$ cat src/rtl/demux_1to2_64.sv
// ---------------------------------------------------------------------------
// demux_1to2_64
//   Routes a valid/ready input stream to one of two output channels (A or B),
//   selected per word by in_sel. Each channel owns an independent 2-entry FIFO,
//   so a stalled consumer on one channel never blocks traffic to the other.
//
// Ports
//   clk, rst_n          : clock (rising edge) and asynchronous active-low reset
//   in_valid/in_ready   : input handshake; in_data is the word, in_sel the
//                         destination (0 = A, 1 = B)
//   a_valid/a_ready/a_data : channel A output handshake and head word
//   b_valid/b_ready/b_data : channel B output handshake and head word
//   a_level, b_level    : per-channel buffer occupancy, 0..2
// ---------------------------------------------------------------------------
module demux_1to2_64 #(
  parameter int k = 64
) (
  input  logic         clk,
  input  logic         rst_n,
  input  logic         in_valid,
  output logic         in_ready,
  input  logic [k-1:0] in_data,
  input  logic         in_sel,
  output logic         a_valid,
  input  logic         a_ready,
  output logic [k-1:0] a_data,
  output logic         b_valid,
  input  logic         b_ready,
  output logic [k-1:0] b_data,
  output logic [1:0]   a_level,
  output logic [1:0]   b_level
);

  // Index 0 is channel A, index 1 is channel B.
  logic [1:0]   hit_s;
  logic [1:0]   cons_ready_s;
  logic [1:0]   level_s [2];
  logic [k-1:0] head_s  [2];

  assign hit_s        = {in_sel, ~in_sel};
  assign cons_ready_s = {b_ready, a_ready};

  // Acceptance looks only at the selected channel's registered occupancy, so
  // there is no path from a_ready/b_ready to in_ready. A full channel refuses
  // even when it pops in the same cycle.
  assign in_ready = in_sel ? (level_s[1] != 2'd2) : (level_s[0] != 2'd2);

  for (genvar ch = 0; ch < 2; ch++) begin : g_chan
    logic [1:0]   lvl_q, lvl_d;
    logic [k-1:0] e0_q, e0_d;   // head entry
    logic [k-1:0] e1_q, e1_d;   // second entry, only meaningful at level 2
    logic         push_s;
    logic         pop_s;

    // Next-state of the 2-entry FIFO: entry 0 is always the head.
    always_comb begin
      push_s = in_valid & in_ready & hit_s[ch];
      pop_s  = (lvl_q != 2'd0) & cons_ready_s[ch];
      lvl_d  = lvl_q;
      e0_d   = e0_q;
      e1_d   = e1_q;
      case (lvl_q)
        2'd0: begin
          if (push_s) begin
            e0_d  = in_data;
            lvl_d = 2'd1;
          end else begin
            lvl_d = 2'd0;
          end
        end
        2'd1: begin
          if (push_s && pop_s) begin
            // Old head leaves, new word becomes head; level stays at 1.
            e0_d  = in_data;
            lvl_d = 2'd1;
          end else if (push_s) begin
            e1_d  = in_data;
            lvl_d = 2'd2;
          end else if (pop_s) begin
            lvl_d = 2'd0;
          end else begin
            lvl_d = 2'd1;
          end
        end
        2'd2: begin
          // push_s cannot be set here because in_ready is low for this channel.
          if (pop_s) begin
            e0_d  = e1_q;
            lvl_d = 2'd1;
          end else begin
            lvl_d = 2'd2;
          end
        end
        default: begin
          lvl_d = 2'd0;
        end
      endcase
    end

    // FIFO state registers; reset empties the buffer asynchronously.
    always_ff @(posedge clk or negedge rst_n) begin
      if (!rst_n) begin
        lvl_q <= 2'd0;
        e0_q  <= {k{1'b0}};
        e1_q  <= {k{1'b0}};
      end else begin
        lvl_q <= lvl_d;
        e0_q  <= e0_d;
        e1_q  <= e1_d;
      end
    end

    assign level_s[ch] = lvl_q;
    assign head_s[ch]  = e0_q;
  end

  assign a_valid = (level_s[0] != 2'd0);
  assign a_data  = head_s[0];
  assign a_level = level_s[0];
  assign b_valid = (level_s[1] != 2'd0);
  assign b_data  = head_s[1];
  assign b_level = level_s[1];

endmodule

$ cat config.mk
export PLATFORM = sky130hd
export DESIGN_NAME = demux_1to2_64
export DESIGN_NICKNAME = d
export VERILOG_FILES = /design/src/rtl/demux_1to2_64.sv
export SDC_FILE = /design/constraint.sdc
export NUM_CORES = 1
export LEC_CHECK = 0
export ABC_AREA = 0
export CAP_MARGIN = 20
export CORE_ASPECT_RATIO = 0.75
export CORE_MARGIN = 1
export CORE_UTILIZATION = 30
export CTS_CLUSTER_SIZE = 30
export DETAILED_ROUTE_END_ITERATION = 12
export GPL_ROUTABILITY_DRIVEN = 1
export HOLD_SLACK_MARGIN = 0.05
export PLACE_DENSITY_LB_ADDON = 0.15
export SLEW_MARGIN = 20
export SYNTH_ARGS = -nofsm -noshare
export SYNTH_HDL_FRONTEND = slang
export SYNTH_SLANG_ARGS = --single-unit
$ cat constraint.sdc
create_clock -name clk -period 2.95 [get_ports clk]
set_clock_uncertainty 0.05 [all_clocks]
set_input_delay 0.295 -clock clk [delete_from_list [all_inputs] [get_ports clk]]
set_output_delay 0.295 -clock clk [all_outputs]
set_load 0.02 [all_outputs]
==> out/results.tsv, run 1 <==
stage	metric	value	unit
worst_setup_path	slowest_stage	dfrtp_1	
floorplan	boundaryPins	205	
placement	dp_slack	0.395	ns
clock_tree	cts_tree	built	
global_route	grt-ovfl-total	0	
global_route	grt_usage	14.1	%
clock_tree	cts.sinks	260	
final_layout	final_core_util	40.2	%
logic_synthesis	netlist_area	0.0114	mm2
final_layout	fin_nets	1005	
drt	dr.pass1.iters	4	
timing	clock.fmax	0.428	GHz
final_layout	layout.cells.non_filler	1454	
timing	setup_viol	0	
placement	gp_congestion	0.677	
drt	via_per_inst	4.49	
logic_synthesis	synth_edf_count	0	
logic_synthesis	seq_area_frac_synth	57.3	%
logic_synthesis	ys_warn_count	0	
logic_synthesis	yosys_register_bits	260	
logic_synthesis	synth_nets	793	
power_and_ir_drop	p_sw_share	32.0	%
drt	drt_iter0_markers	224	
logic_synthesis	ys.flop_type	dfrtp_1	
worst_setup_path	cp-start-kind	register	
timing	rsz0062_at_grt	false	
timing	fin_ws	0.611	ns
worst_setup_path	crit_chain	nand2b_1 -> and3_1 -> ha_1 -> nand2_1 -> o211ai_4 -> buf_4 -> mux2_2	
placement	dp_hpwl	16.0	mm
floorplan	die_area	0.0386	mm2
power_and_ir_drop	switchingPower	5.21	mW
placement	io_buffers	204	
global_route	grt_pass1_vias	7069	
drt	drc	0	
clock_tree	h-tree-depth	1	
power_and_ir_drop	vdd.ir_drop.worst	0.561	mV
logic_synthesis	yosysMostFrequentCell	mux2_2	
run	maxCapViolations	0	
timing	finalCritPeriodShare	79.3	%
worst_setup_path	critPathTopFamily	flip-flops	
worst_hold_path	hp-class	input port to async pin	
worst_setup_path	path_class	register to register	
clock_tree	clock_path_buffers	3	
clock_tree	cts-root-buf	clkbuf_16	
worst_setup_path	crit_buf_inv	1	
global_route	grt_max_degree	79	
worst_setup_path	max_stage_delay	0.53	ns
floorplan	fp.dieW	227	um
global_route	grt_pass1_wl	42.1	mm
logic_synthesis	async_flop_share	100	%
logic_synthesis	ys_types	25	
drt	route.antenna.remaining_nets	0	
floorplan	start_util	30.5	%
worst_setup_path	cp-end-kind	register	
timing	slew_viol_final	0	
drt	drt_wl_total	26.5	mm
run_status	status	finished, final reports clean	
clock_tree	clk_latency	0.55	ns
worst_setup_path	cp_data_arrival_time	2.71	ns
power_and_ir_drop	clkPwrFrac	20.7	%
drt	dr_total_vias	6535	
clock_tree	cts_setup_buffers	0	
timing	worst_hold_slack	0.294	ns
power_and_ir_drop	pwr_density_cell	1090	mW/mm2
power_and_ir_drop	p_int	11.1	mW
power_and_ir_drop	leakagePower	6.15	nW
global_route	antenna_found_initial	2	
timing	tightest_slew	0.635	ns
drt	wl_per_cell	18.2	um
final_layout	area_delta_synth_final	31.5	%
placement	place_inst	1403	
logic_synthesis	synth.area.top_cells	dfrtp_1 57%, mux2_2 36%, buf_2 1.4%, mux2_4 1.3%, mux2_1 1.3%	
logic_synthesis	synth_commonest_cells	361 x mux2_2, 260 x dfrtp_1, 32 x buf_2	
final_layout	antennaDiodeCount	0	
floorplan	rows	61	
clock_tree	cts_buffers	29	
logic_synthesis	netlist.area_leader.share	57.3	%
timing	fin_tns_setup	0	ns
power_and_ir_drop	combPwrFrac	40.5	%
timing	hold_viol	0	
logic_synthesis	synth_area_leader_cell	dfrtp_1	
timing	period_needed	2.34	ns
logic_synthesis	synthCells	719	
power_and_ir_drop	sequentialPowerShare	38.8	%
final_layout	drive_gt1_share	45.8	%
floorplan	die_h	170	um
floorplan	core	0.0372	mm2
worst_setup_path	crit_required	3.32	ns
logic_synthesis	postSynthAreaPerCell	15.8	um2
clock_tree	cts.reportedPaths.clkPinSlew	0.06	ns
timing	max_slew_margin	57.7	%
worst_setup_path	cp_max_fo	25	
cell families (layout without fill, tap and decap cells):
logic type      Yosys count  count (layout)  share of synthesized area, %
mux                     384             384                          38.4
flops                   260             260                          57.3
buf+inv                  43             274                          2.20
simple gates             20              20                          1.14
compound gates            8               8                         0.485
fa+ha+maj                 4               4                         0.441
worst paths after layout:
| kind | start | endpoint | slack, ns | depth (start not counted) |
|---|---|---|---|---|
| max in group asynchronous | rst_n | a_data[3] | 1.74 | 3 |
| worst max register to register | b_level[0] | b_data[41] | 0.61 | 7 |
| worst min register to register | a_data[14] | a_data[14] | 0.44 | 1 |
| worst max-delay path | b_level[0] | b_data[41] | 0.61 | 7 |
| min in group clk | b_ready | b_level[1] | 0.33 | 2 |
| worst min-delay path | rst_n | g_chan[1].e1_q[47] | 0.29 | 2 |
stage by stage:
stage                     total power [mW]  cell area (um2)
after CTS                             16.6            14900
after global placement                13.0            14100
after floorplan                       10.1            11400
after detailed placement              13.1            14100
after global routing                  17.3            14900
final                                 16.3            14900
state kept, by name, indices dropped and copies added (netlist names):
register	cells
b_level	2
b_data	64
g_chan.e1_q	128
a_level	2
a_data	64
cell usage in the layout, fill, tap and decap left out, drive strengths merged:
master	count
o21ai	3
nor4b	1
inv	2
and3	1
buf	18
bufinv	1
clkbuf	43
nand3b	2
dfrtp	260
or2	2
nor3b	1
ha	4
clkinv	6
a211o	2
clkdlybuf4s50	203
nand4bb	1
mux2	384
and3b	2
dlygate4sd3	1
a21oi	2
nor2	1
nand2	4
nand2b	2
nor2b	3
o211ai	1
per-layer routing:
layer | wire length (um) | GRT usage, %
met5 | 12 | 0
met4 | 476 | 2.85
met3 | 1230 | 3.30
met2 | 11900 | 21.7
met1 | 12900 | 19.9
timing repair:
item	4_1_cts	5_1_grt
resized for setup	0	0
hold buffers	1	0
endpoints found under the hold margin	72	0
worst reg2reg max path, cell delays in order, from the launching register on:
cell and delay, ns:
dfrtp_1 0.53, nand2b_1 0.18, and3_1 0.20, ha_1 0.15, nand2_1 0.08, o211ai_4 0.21
buf_4 0.40, mux2_2 0.40
cell type report:
class,count,area [um2]
Multi-Input combinational cell,416,4640
Sequential cell,260,6510
Timing Repair Buffer,222,2280
Fill cell,3494,22200
Clock buffer,43,808
Tap cell,504,631
Inverter,2,7.51
Clock inverter,7,60.1
power groups by stage:
stage,combinational [mW],clock (mW),sequential (mW)
2_1_floorplan,2.82,0,7.28
5_1_grt,7.06,3.67,6.58
4_1_cts,6.73,3.53,6.34
3_5_place_dp,6.70,0,6.37
6_report,6.60,3.38,6.31
3_3_place_gp,6.62,0,6.34
No activity file was read; power rests on OpenSTA's default activity.
==> inputs of run 2 (changes only) <==
==> constraint.sdc (replaced) <==
create_clock -name clk -period 2.1 [get_ports clk]
set_clock_uncertainty 0.05 [all_clocks]
set_input_delay 0.21 -clock clk [delete_from_list [all_inputs] [get_ports clk]]
set_output_delay 0.21 -clock clk [all_outputs]
set_load 0.02 [all_outputs]
==> run 2 against run 1 <==
  * Wire length up 5.3%
  * Via count up 3.2%
  * Setup slack worse by 0.61 ns
  * Sequential cell count unchanged
  * Critical path type unchanged
  * Largest cell class unchanged
==> out/results.tsv, run 2 (synthesis gave the netlist of run 1 again) <==
stage	metric	value	unit	change
run_status	status	finished, final reports clean		
drt	drt_iter0_markers	185		-17%
timing	slew_viol_final	0		unchanged
floorplan	rows	61		unchanged
worst_setup_path	crit_buf_inv	4		+3
worst_setup_path	slowest_stage	dfrtp_2		
clock_tree	cts_buffers	28		-3.4%
clock_tree	clock_path_buffers	3		unchanged
global_route	grt_pass1_vias	7058		-0.16%
floorplan	die_area	0.0386	mm2	unchanged
timing	rsz0062_at_grt	true		
clock_tree	clk_latency	0.55	ns	about the same
timing	fin_ws	0.00522	ns	-0.606 ns
placement	io_buffers	204		unchanged
drt	dr_total_vias	6746		+3.2%
clock_tree	cts.reportedPaths.clkPinSlew	0.07	ns	about the same
final_layout	final_cell_mix	330 x mux2_2, 256 x dfrtp_1, 202 x clkdlybuf4s50_1, 43 x mux2_4, 30 x clkbuf_16		
timing	max_slew_margin	63.9	%	+6.2 points
global_route	grt_max_degree	65		-18%
power_and_ir_drop	pwr_density_cell	1530	mW/mm2	+40%
run	maxCapViolations	0		unchanged
drt	via_per_inst	4.52		+0.67%
power_and_ir_drop	p_total	23.9	mW	+47%
drt	wl_per_cell	18.7	um	+2.7%
timing	tightest_slew	0.541	ns	-0.0936 ns
worst_setup_path	cp-end-kind	register		
worst_setup_path	crit_chain	or2_4 -> nand2_2 -> buf_4 -> ha_4 -> nand3b_1 -> buf_12 -> buf_12 -> clkbuf_16 -> mux2_4		
floorplan	fp.dieW	227	um	unchanged
global_route	grt_pass1_wl	43.1	mm	+2.5%
power_and_ir_drop	vdd.ir_drop.worst	0.788	mV	+40%
timing	clock.fmax	0.477	GHz	+12%
drt	route.antenna.remaining_nets	0		unchanged
clock_tree	h-tree-depth	1		unchanged
drt	drc	0		unchanged
final_layout	antennaDiodeCount	0		unchanged
global_route	grt_usage	14.5	%	+0.43 points
timing	period_needed	2.09	ns	-0.244 ns
floorplan	boundaryPins	205		unchanged
placement	gp_congestion	0.712		+5.2%
drt	drt_wl_total	27.9	mm	+5.3%
final_layout	drive_gt1_share	49.5	%	+3.8 points
worst_setup_path	crit_required	2.47	ns	-0.85 ns
clock_tree	cts.sinks	260		unchanged
final_layout	fin_nets	1039		+3.4%
final_layout	nFillCells	3462		-0.92%
clock_tree	cts_tree	built		
timing	setup_viol	0		unchanged
worst_setup_path	cp_max_fo	6		-76%
global_route	antenna_found_initial	1		-1
floorplan	core	0.0372	mm2	unchanged
floorplan	die_h	170	um	unchanged
global_route	grt-ovfl-total	0		unchanged
power_and_ir_drop	leakagePower	6.62	nW	+7.6%
timing	hold_viol	0		unchanged
timing	finalCritPeriodShare	99.8	%	+20 points
worst_setup_path	path_class	register to register		
worst_setup_path	cp_data_arrival_time	2.47	ns	-0.24 ns
worst_setup_path	cpMostUsedCell	buf_12		
placement	dp_hpwl	18.0	mm	+13%
drt	dr.pass1.iters	4		unchanged
final_layout	area_delta_synth_final	38.3	%	
final_layout	largest_reg_flops	128		unchanged
clock_tree	cts-root-buf	clkbuf_16		
final_layout	final_common_cell	mux2_2		
worst_setup_path	cp-start-kind	register		
worst_hold_path	hp-class	input port to async pin		
placement	dp_slack	-0.120	ns	-0.515 ns
worst_setup_path	max_stage_delay	0.45	ns	-0.08 ns
floorplan	start_util	30.5	%	unchanged
worst_setup_path	critPathTopFamily	buffers and inverters		
final_layout	regMostFlops	g_chan.e1_q		
run 2: cell types whose count changed in the layout (fill, tap and decap cells not counted), moves of 4 or more:
cell	change
dfrtp_1	-4
clkbuf_8	+4
clkbuf_1	-4
buf_12	+16
buf_4	+15
mux2_4	+33
dfrtp_2	+4
mux2_2	-31
run 2: layout make-up:
class	count	area [um2]	share of cell area [%]
Clock buffer	43	848	5.40
Clock inverter	9	97.6	0.622
Inverter	2	7.51	0.0478
Multi-Input combinational cell	416	4810	30.6
Sequential cell	260	6510	41.5
Tap cell	504	631	4.02
Timing Repair Buffer	257	2790	17.8
run 2: power breakdown:
group          internal, mW  switching, mW  total (mW)
clock network          3.02           2.06        5.08
logic                  5.79           4.10        9.89
registers              7.57           1.41        8.98
total                  16.4           7.57        23.9
run 2: worst reg2reg max path, delay by kind of cell (launching register included):
kind	cells	cell delay (ns)
AND/OR/NAND/NOR	3	0.47
flip-flops	1	0.45
buffers and inverters	4	0.60
multiplexers	1	0.29
adder cells (fa/ha/maj)	1	0.11
run 2: final timing paths:
path	startpoint	endpoint	slack [ns]	cells past startpoint
setup reg to reg	b_level[1]	g_chan[1].e1_q[47]	0.005	9
min in group clk	a_ready	a_level[1]	0.24	2
hold / removal	rst_n	a_data[40]	0.16	2
setup / recovery	b_level[1]	g_chan[1].e1_q[47]	0.005	9
max in group asynchronous	rst_n	g_chan[0].e1_q[52]	1.12	3
hold reg to reg	a_data[6]	a_data[6]	0.44	1
run 2: timing repair:
action | 4_1_cts | 5_1_grt
gates cloned | 1 | 1
resized for setup | 10 | 33
endpoints found under the setup margin | 65 | 102
pin swaps | 0 | 1
hold buffers | 1 | 0
hold endpoints to repair | 137 | 0
setup buffers | 7 | 1
run 2: routing by layer:
| metal | global-route usage [%] | wire length [um] | up-vias |
|---|---|---|---|
| met4 | 3.53 | 612 | 2 |
| met1 | 21.0 | 13800 | 3465 |
| li1 | - | - | 3094 |
| met2 | 21.6 | 12100 | 140 |
| met5 | 0 | 17 | - |
| met3 | 3.33 | 1310 | 45 |
run 2: per-stage QoR:
| stage | hold WS (ns) | utilization [%] | std cells | setup TNS [ns] | instance area, um2 |
|---|---|---|---|---|---|
| 2_1_floorplan | -0.136 | - | 719 | -2.80 | 11400 |
| 6_report | 0.161 | 42.2 | 1491 | 0 | 15700 |
| 3_5_place_dp | 0.162 | 38.9 | 1430 | -15.19 | 14400 |
| 3_3_place_gp | 0.160 | 38.9 | 1430 | -15.65 | 14400 |
| 5_1_grt | 0.199 | 42.2 | 1491 | -1.84 | 15700 |
| 4_1_cts | 0.167 | 41.8 | 1490 | -0.0479 | 15600 |
